[config.mk]
export PLATFORM = sky130hd
export DESIGN_NAME = register_window_shift_flat
export DESIGN_NICKNAME = d
export VERILOG_FILES = /design/src/rtl/register_window_shift_if.sv /design/src/rtl/register_window_shift.sv /design/src/flat_wrapper.sv
export SDC_FILE = /design/constraint.sdc
export NUM_CORES = 1
export LEC_CHECK = 0
export CAP_MARGIN = 15
export CELL_PAD_IN_SITES_DETAIL_PLACEMENT = 0
export CELL_PAD_IN_SITES_GLOBAL_PLACEMENT = 2
export CORE_MARGIN = 3
export CORE_UTILIZATION = 26
export DETAILED_ROUTE_END_ITERATION = 6
export PLACE_DENSITY = 0.72
export SYNTH_ARGS = -nofsm -noshare
export SYNTH_HDL_FRONTEND = slang
export SYNTH_SLANG_ARGS = --single-unit
[constraint.sdc]
create_clock -name CLK -period 1.4 [get_ports CLK]
set_input_delay 0.21 -clock CLK [delete_from_list [all_inputs] [get_ports CLK]]
set_output_delay 0.21 -clock CLK [all_outputs]
set_load 0.01 [all_outputs]
[src/rtl/register_window_shift_if.sv]
// Bundle of the shift-window control, data and status signals.
// The upstream fetch stage drives through master; the window register sits on slave.
interface register_window_shift_if #(
    parameter int WIDTH = 32,
    parameter int DEPTH = 5,
    parameter int CNT_W = 5
);
    logic                     EN;
    logic                     CLR;
    logic [WIDTH-1:0]         Din;
    logic [WIDTH*DEPTH-1:0]   Dout;
    logic [WIDTH-1:0]         Dtail;
    logic [CNT_W-1:0]         COUNT;
    logic                     FULL;
    logic                     VALID;

    modport master (
        output EN, CLR, Din,
        input  Dout, Dtail, COUNT, FULL, VALID
    );

    modport slave (
        input  EN, CLR, Din,
        output Dout, Dtail, COUNT, FULL, VALID
    );
endinterface

[src/rtl/register_window_shift.sv]
// Sliding-window shift line for the convolution datapath: DEPTH stages of
// WIDTH bits shift on enable, fill level is tracked with saturation, and a
// registered VALID pulse marks each full window that lands on the stride.
module register_window_shift #(
    parameter int WIDTH  = 32,
    parameter int DEPTH  = 5,
    parameter int STRIDE = 1,
    parameter int CNT_W  = 5
) (
    input  logic                   CLK,
    input  logic                   RST,
    register_window_shift_if.slave bus
);
    localparam int                 PH_W    = (STRIDE > 1) ? $clog2(STRIDE) : 1;
    localparam logic [CNT_W-1:0]   DEPTH_C = CNT_W'(DEPTH);
    localparam logic [PH_W-1:0]    PH_LAST = PH_W'(STRIDE - 1);

    logic [WIDTH-1:0] stage [DEPTH];
    logic [CNT_W-1:0] count;
    logic [CNT_W-1:0] cnt_next;
    logic [PH_W-1:0]  phase;
    logic             valid;

    // Post-shift fill level, saturating at DEPTH.
    always_comb begin
        cnt_next = (count == DEPTH_C) ? count : count + 1'b1;
    end

    // Data stages: newest word enters stage 0, oldest falls off stage DEPTH-1.
    always_ff @(posedge CLK or negedge RST) begin
        if (!RST) begin
            for (int i = 0; i < DEPTH; i++) stage[i] <= '0;
        end else if (bus.CLR) begin
            for (int i = 0; i < DEPTH; i++) stage[i] <= '0;
        end else if (bus.EN) begin
            stage[0] <= bus.Din;
            for (int i = 1; i < DEPTH; i++) stage[i] <= stage[i-1];
        end
    end

    // Fill count, stride phase and window-valid pulse; independent of Din.
    always_ff @(posedge CLK or negedge RST) begin
        if (!RST) begin
            count <= '0;
            phase <= '0;
            valid <= 1'b0;
        end else if (bus.CLR) begin
            count <= '0;
            phase <= '0;
            valid <= 1'b0;
        end else if (bus.EN) begin
            count <= cnt_next;
            if (cnt_next == DEPTH_C) begin
                // First full window always fires because phase starts at 0.
                valid <= (phase == '0);
                phase <= (phase == PH_LAST) ? '0 : phase + 1'b1;
            end else begin
                valid <= 1'b0;
            end
        end else begin
            valid <= 1'b0;
        end
    end

    genvar g;
    generate
        for (g = 0; g < DEPTH; g++) begin : g_flat
            assign bus.Dout[g*WIDTH +: WIDTH] = stage[g];
        end
    endgenerate

    assign bus.Dtail = stage[DEPTH-1];
    assign bus.COUNT = count;
    assign bus.FULL  = (count == DEPTH_C);
    assign bus.VALID = valid;
endmodule

[src/flat_wrapper.sv]
// flat-port wrapper written by rule: the top's interface ports become plain ports
module register_window_shift_flat 
#(
    parameter int WIDTH  = 32,
    parameter int DEPTH  = 5,
    parameter int STRIDE = 1,
    parameter int CNT_W  = 5
)
  (CLK, RST, bus_EN, bus_CLR, bus_Din, bus_Dout, bus_Dtail, bus_COUNT, bus_FULL, bus_VALID);
  register_window_shift_if #(.WIDTH(WIDTH), .DEPTH(DEPTH), .CNT_W(CNT_W)) bus_i ();
  input  logic CLK;
  input  logic RST;
  input wire logic [$bits(bus_i.EN)-1:0] bus_EN;
  input wire logic [$bits(bus_i.CLR)-1:0] bus_CLR;
  input wire logic [$bits(bus_i.Din)-1:0] bus_Din;
  output wire logic [$bits(bus_i.Dout)-1:0] bus_Dout;
  output wire logic [$bits(bus_i.Dtail)-1:0] bus_Dtail;
  output wire logic [$bits(bus_i.COUNT)-1:0] bus_COUNT;
  output wire logic [$bits(bus_i.FULL)-1:0] bus_FULL;
  output wire logic [$bits(bus_i.VALID)-1:0] bus_VALID;
  assign bus_i.EN = bus_EN;
  assign bus_i.CLR = bus_CLR;
  assign bus_i.Din = bus_Din;
  assign bus_Dout = bus_i.Dout;
  assign bus_Dtail = bus_i.Dtail;
  assign bus_COUNT = bus_i.COUNT;
  assign bus_FULL = bus_i.FULL;
  assign bus_VALID = bus_i.VALID;
  register_window_shift #(.WIDTH(WIDTH), .DEPTH(DEPTH), .STRIDE(STRIDE), .CNT_W(CNT_W)) u_core (.CLK(CLK), .RST(RST), .bus(bus_i));
endmodule
==> flow_summary.toml, run 1 <==
[outcome]
status = "complete, but fails checks"
violations = "negative setup slack"

[power_and_ir_drop]
p_leak_uw = 0.005669
ir_drop_mv = 0.6381
power_density_nw_per_um2 = 1048

[cells_and_area]
fillers = 2646
nets = 838
final_layout_size_suffix_gt1_share_pct = 9.483
final_area_um2 = 10010
diodes = 0
multi_input_area_um2 = 2435
syn2layout_area_growth_pct = 43.32
utilization_pct = 38.21
seq_area_um2 = 4155

[floorplanning]
fp-row-count = 59
initial_core_util_pct = 26.66
dieWidth_um = 169.9
die_h_um = 169.9
die_area_um2 = 28870
core_area_um2 = 26210
ioPinCount = 235

[timing]
worst_slack_ps = -201.0
finalCritPeriodShare_pct = 114.4
final_hold_viol_count = 0
setup_viol = 2
maxSlewHeadroom_pct = 71.94
grt_setup_unrepaired = "true"
setup_tns_ps = -314.5
fmax_mhz = 624.6
finalCriticalPeriod_ps = 1601
slew_viol_final = 0
tightest_slew_ps = 420.9
finClkSkew_ps = 8.132

[drt]
viasPerCell = 4.382
final_antenna_net_count = 0
dr.pass1.iters = 4
totalWireLength_um = 18500
post_drt_wl_per_cell_um = 16.13
drt_iter0_drc = 218
vias = 5026
drc = 0

[place]
routabilityCongestion = 0.7349
port-buffer-count = 234
dpl.hpwl_um = 12970
place_area_um2 = 9658

[setup_path]
r2r_end = "u_core.bus.COUNT[0]"
reg2reg_setup_slack_ps = -110
start_kind = "flip-flop"
required_ps = 1190
r2r-start = "u_core.bus.COUNT[0]"
endpoint_kind = "output port"
worst-r2r-cell-count = 5
critPathKind = "flip-flop to output port"
cp_max_fo = 2
worstPathArrival_ps = 1390

[synth]
avgSynthCellArea_um2 = 11.88
ys_seq_elements = 166
synthCells = 588
yosys_warnings = 0
yosysSeqAreaShare_pct = 59.46
syn_nets = 626
yosysUniqueCellTypes = 25
synthesis.area_um2 = 6987

[global_route]
grt_pass1_wl_um = 30050
antenna_found_initial = 0
grt_pass1_vias = 5207
grt_max_degree = 89
grt_util_all_layers_pct = 12.98
overflow = 0

[cts]
clk_latency_ps = 420
root_buffer = "clkbuf_16"
clockBufferDepth = 2
clk_pin_slew_ps = 60
clock_sinks = 166
cts_buffers = 17
htreeDepth = 4
cts_tree = "built"

[hold_path]
hp-start = "bus_CLR"
holdPathEnd = "u_core.bus.VALID"
hold_path_depth = 4
hp-class = "primary input to flip-flop"

[flow_run]
maxCapViolCount = 0
layer usage:
metal	global-route usage (%)	vias up	routed length, um
met5	0	-	0
met4	4.127	0	189
met3	3.949	13	1319
met2	19.94	160	8433
met1	17.65	2510	8559
li1	-	2343	-
synthesized netlist by cell type:
cell type	instances	share of area, %
dfrtp_1	166	59
nor2_1	163	8.8
mux2i_1	161	23
buf_4	37	4.0
clkbuf_1	18	0.97
buf_2	14	1.0
a21oi_1	3	0.21
inv_1	3	0.16
nand2_1	3	0.16
ha_1	2	0.36
nand4_1	2	0.18
nor3_1	2	0.14
xnor2_1	2	0.25
a211o_1	1	0.13
a211oi_1	1	0.11
and4bb_1	1	0.18
buf_6	1	0.16
nand3_1	1	0.072
nand3b_1	1	0.11
nor4b_1	1	0.13
o211ai_1	1	0.11
o21ai_0	1	0.072
o21ai_1	1	0.072
or2_2	1	0.090
or3_1	1	0.090
worst max path at each step:
stage                              startpoint             endpoint  slack (ps)  depth (start not counted)
after floorplan           u_core.bus.COUNT[1]  u_core.bus.COUNT[0]         -60                          6
after global placement    u_core.bus.COUNT[1]             bus_FULL        -210                          4
after detailed placement  u_core.bus.COUNT[1]             bus_FULL        -210                          4
after CTS                 u_core.bus.COUNT[1]             bus_FULL        -240                          4
after global routing      u_core.bus.COUNT[1]             bus_FULL        -260                          4
final                     u_core.bus.COUNT[1]             bus_FULL        -200                          4
where the power goes:
group	switching (uW)	internal [uW]	leakage, uW
registers	98.1	4910	0.00228
clock network	2020	2470	0.000255
logic	530	466	0.00313
total	2650	7850	0.00567
through the flow:
stage	hold slack, ps	std cells	power, uW	worst slack [ps]
detailed placement	163.9	1113	6189	-205.1
CTS	143.3	1145	10690	-240.4
finish	150.8	1147	10500	-201.0
global placement	161.8	1113	6169	-209.8
global route	164.7	1147	11000	-255.5
floorplan	-85.59	588	5561	-63.54
final cells by class:
type                            count  share of cell area [%]
Clock inverter                     12                   1.225
Clock buffer                       19                   4.323
Multi-Input combinational cell    349                   24.32
Sequential cell                   166                   41.50
Tap cell                          335                   4.186
Inverter                            3                  0.1125
Timing Repair Buffer              263                   24.34
placed cells by master, fill, tap and decap left out, drive strengths merged:
master         netlist  routed
a21oi                3       3
and4bb               1       1
nand3                1       1
a211o                1       1
nor4b                1       1
o21ai                2       2
ha                   2       2
or2                  1       1
clkdlybuf4s15        0       8
clkinvlp             0       5
or3                  1       1
nand2                3       3
nor3                 2       2
bufinv               0       1
dfrtp              166     166
a211oi               1       1
clkinv               0       2
xnor2                2       2
nand4                2       2
clkbuf              18      20
nand3b               1       1
o211ai               1       1
dlygate4sd3          0       1
mux2i              161     161
dlygate4sd2          0     185
nor2               163     163
inv                  3       7
buf                 52      36
clkdlybuf4s50        0      32
sequential cells by signal (all words and copies together) (netlist names):
signal	flops
u_core.bus.Dout	128
u_core.bus.Dtail	32
u_core.bus.COUNT	5
u_core.bus.VALID	1
worst max-delay path, stage by stage (launching register included):
cell	delay, ps
dfrtp_1	390
inv_2	80
ha_4	130
and4bb_2	260
buf_6	120
kinds of logic (layout without fill, tap and decap cells):
group / Yosys count / after routing / share of synthesized area, %
buffers and inverters: 73 / 297 / 6.268
adders and majority gates: 2 / 2 / 0.3581
DFF: 166 / 166 / 59.46
muxes: 161 / 161 / 23.07
AOI/OAI and AO/OA: 8 / 8 / 0.6983
xor gates and xnor gates: 2 / 2 / 0.2508
and+or+nand+nor: 176 / 176 / 9.903
what timing repair did:
action                     in CTS  in global routing
resized for setup             219                 17
setup endpoints to repair     201                 16
hold endpoints to repair       26                  0
setup buffers                   0                  2
gates cloned                    0                  0
hold buffers                    1                  0
pin swaps                       0                  1
(Power assumes the default switching activity.)
==> run 2, diff against run 1 <==
--- a/config.mk
+++ b/config.mk
@@ -5,13 +5,14 @@
 export SDC_FILE = /design/constraint.sdc
 export NUM_CORES = 1
 export LEC_CHECK = 0
+export ABC_CLOCK_PERIOD_IN_PS = 1500
 export CAP_MARGIN = 15
 export CELL_PAD_IN_SITES_DETAIL_PLACEMENT = 0
 export CELL_PAD_IN_SITES_GLOBAL_PLACEMENT = 2
 export CORE_MARGIN = 3
-export CORE_UTILIZATION = 26
+export CORE_UTILIZATION = 29
 export DETAILED_ROUTE_END_ITERATION = 6
-export PLACE_DENSITY = 0.72
+export PLACE_DENSITY = 0.77
 export SYNTH_ARGS = -nofsm -noshare
 export SYNTH_HDL_FRONTEND = slang
 export SYNTH_SLANG_ARGS = --single-unit
==> constraint.sdc (replaced) <==
create_clock -name CLK -period 1.5 [get_ports CLK]
set_input_delay 0.225 -clock CLK [delete_from_list [all_inputs] [get_ports CLK]]
set_output_delay 0.225 -clock CLK [all_outputs]
set_load 0.01 [all_outputs]
==> run 2 against run 1 <==
Compared with the run above:
- the run still ends with negative setup slack left
- setup slack gained 93 ps
- clock skew fell by 1.1 ps
- core utilization rose by 4.1 points
- die area down 10%
- via count fell by 0.24%
- register-to-register slack gained 20 ps
- critical path depth stayed put
- combinational power shrank 9.0%
==> flow_summary.toml, run 2 (same netlist as run 1, synthesis figures left out) <==
[global_route]
grt_pass1_wl_um = 29270
grt_util_all_layers_pct = 13.95
grt_max_degree = 86
grt_pass1_vias = 5312
overflow = 0
antenna_found_initial = 0

[outcome]
status = "complete, but fails checks"
violations = "negative setup slack"

[cells_and_area]
layout_common_cells = "193 x dlygate4sd2_1, 165 x dfrtp_1, 163 x nor2_1, 161 x mux2i_1, 32 x clkdlybuf4s50_1"
final_layout_size_suffix_gt1_share_pct = 8.878
utilization_pct = 42.35
syn2layout_area_growth_pct = 42.69
largest_register_ffs = 128
nets = 837
diodes = 0
fillers = 2329
fin_cells = 1130
final_common_cell = "dlygate4sd2_1"

[cts]
clockBufferDepth = 2
cts_buffers = 17
clk_pin_slew_ps = 60
clk_latency_ps = 430
root_buffer = "clkbuf_16"
htreeDepth = 4
clock_sinks = 166
cts_tree = "built"

[setup_path]
required_ps = 1270
worstPathArrival_ps = 1380
endpoint_kind = "output port"
r2r-start = "u_core.bus.COUNT[0]"
startpoint = "u_core.bus.COUNT[1]"
critPathKind = "flip-flop to output port"
crit_chain = "inv_2 -> ha_4 -> and4bb_2 -> buf_6"
worst-path-stages = 4
critical_path.top_delay_family = "flip-flops"
max_stage_delay_ps = 390
crit_slowest_cell = "dfrtp_1"
path_buf_inv = 2
cp_max_fo = 2
critPathCapture = "bus_FULL"
reg2reg_setup_slack_ps = -90
r2r_end = "u_core.bus.COUNT[0]"
start_kind = "flip-flop"
worst-r2r-cell-count = 6

[timing]
setup_viol = 2
final_hold_viol_count = 0
finalCriticalPeriod_ps = 1608
maxSlewHeadroom_pct = 72.97
grt_setup_unrepaired = "true"
finClkSkew_ps = 7.006
worst_slack_ps = -107.7
fmax_mhz = 622.0
finalCritPeriodShare_pct = 107.2
tightest_slew_ps = 405.5
slew_viol_final = 0

[drt]
final_antenna_net_count = 0
drc = 0
post_drt_wl_per_cell_um = 15.88
totalWireLength_um = 17940
viasPerCell = 4.437
vias = 5014
drt_iter0_drc = 247
dr.pass1.iters = 4

[place]
dpl.hpwl_um = 12520
dp_cells = 1096
routabilityCongestion = 0.7495
port-buffer-count = 234
dp_worst_setup_slack_ps = -148.0

[power_and_ir_drop]
p_leak_uw = 0.005705
total_power_uw = 9959
power_density_nw_per_um2 = 998.9
ir_drop_mv = 0.6384

[floorplanning]
die_area_um2 = 25990
ioPinCount = 235
die_h_um = 161.2
fp-row-count = 56
core_area_um2 = 23540
initial_core_util_pct = 29.68
dieWidth_um = 161.2

[hold_path]
hp-class = "primary input to flip-flop"

[flow_run]
maxCapViolCount = 0
-- run 2: cell count changes in the layout (fill, tap and decap cells not counted), sizes merged --
cell / change
clkbuf: -1
buf: -4
clkdlybuf4s15: -5
clkinv: +3
bufinv: +1
clkinvlp: -3
dlygate4sd2: +8
-- run 2: worst register-to-register path, cell delays in order, from the launching register on --
cell	delay, ps
dfrtp_2	430
ha_4	170
and4bb_2	230
buf_4	140
buf_6	120
or3_1	310
a21oi_1	120
-- run 2: how the worst min path moves through the flow --
stage,cells past startpoint,startpoint,end
CTS,4,bus_CLR,u_core.bus.VALID
detailed placement,1,RST,u_core.bus.Dout[104]
finish,3,bus_EN,u_core.bus.COUNT[2]
global route,4,bus_CLR,u_core.bus.VALID
floorplan,0,RST,u_core.bus.COUNT[0]
global placement,1,RST,u_core.bus.Dtail[8]
-- run 2: what timing repair did --
action	in CTS	in global routing
resized for setup	210	8
hold endpoints to repair	28	0
pin swaps	1	1
setup endpoints to repair	199	6
hold buffers	1	0
buffers inserted	0	2
-- run 2: routing by layer --
| metal | global-route usage [%] | share of wire [%] | vias up | wire length (um) |
|---|---|---|---|---|
| met5 | 0 | 0 | - | 0 |
| met4 | 4.458 | 1.3 | 0 | 234 |
| met3 | 5.258 | 8.2 | 18 | 1475 |
| met2 | 22.14 | 47 | 159 | 8370 |
| met1 | 17.73 | 44 | 2484 | 7864 |
| li1 | - | - | 2353 | - |
-- run 2: per-stage QoR --
step | cell area [um2] | TNS, ps | hold WS (ps)
2_1_floorplan | 6990 | 0 | -70.59
3_5_place_dp | 9584 | -148.0 | 168.8
6_report | 9970 | -202.0 | 172.5
4_1_cts | 9950 | -151.3 | 145.8
5_1_grt | 9970 | -349.9 | 174.6
3_3_place_gp | 9584 | -141.2 | 163.4
-- run 2: area by class of cell --
cell class / instances / area, um2 / area share (%)
Clock buffer: 18 / 439.2 / 4.405
Inverter: 3 / 11.26 / 0.1130
Multi-Input combinational cell: 349 / 2419 / 24.26
Tap cell: 319 / 399.1 / 4.004
Clock inverter: 13 / 146.4 / 1.468
Sequential cell: 166 / 4155 / 41.68
Timing Repair Buffer: 262 / 2400 / 24.07
-- run 2: power breakdown --
part           internal (uW)  switching [uW]  leakage (uW)
combinational            420             486       0.00314
clock                   2510            1870      0.000284
sequential              4580            91.9       0.00228
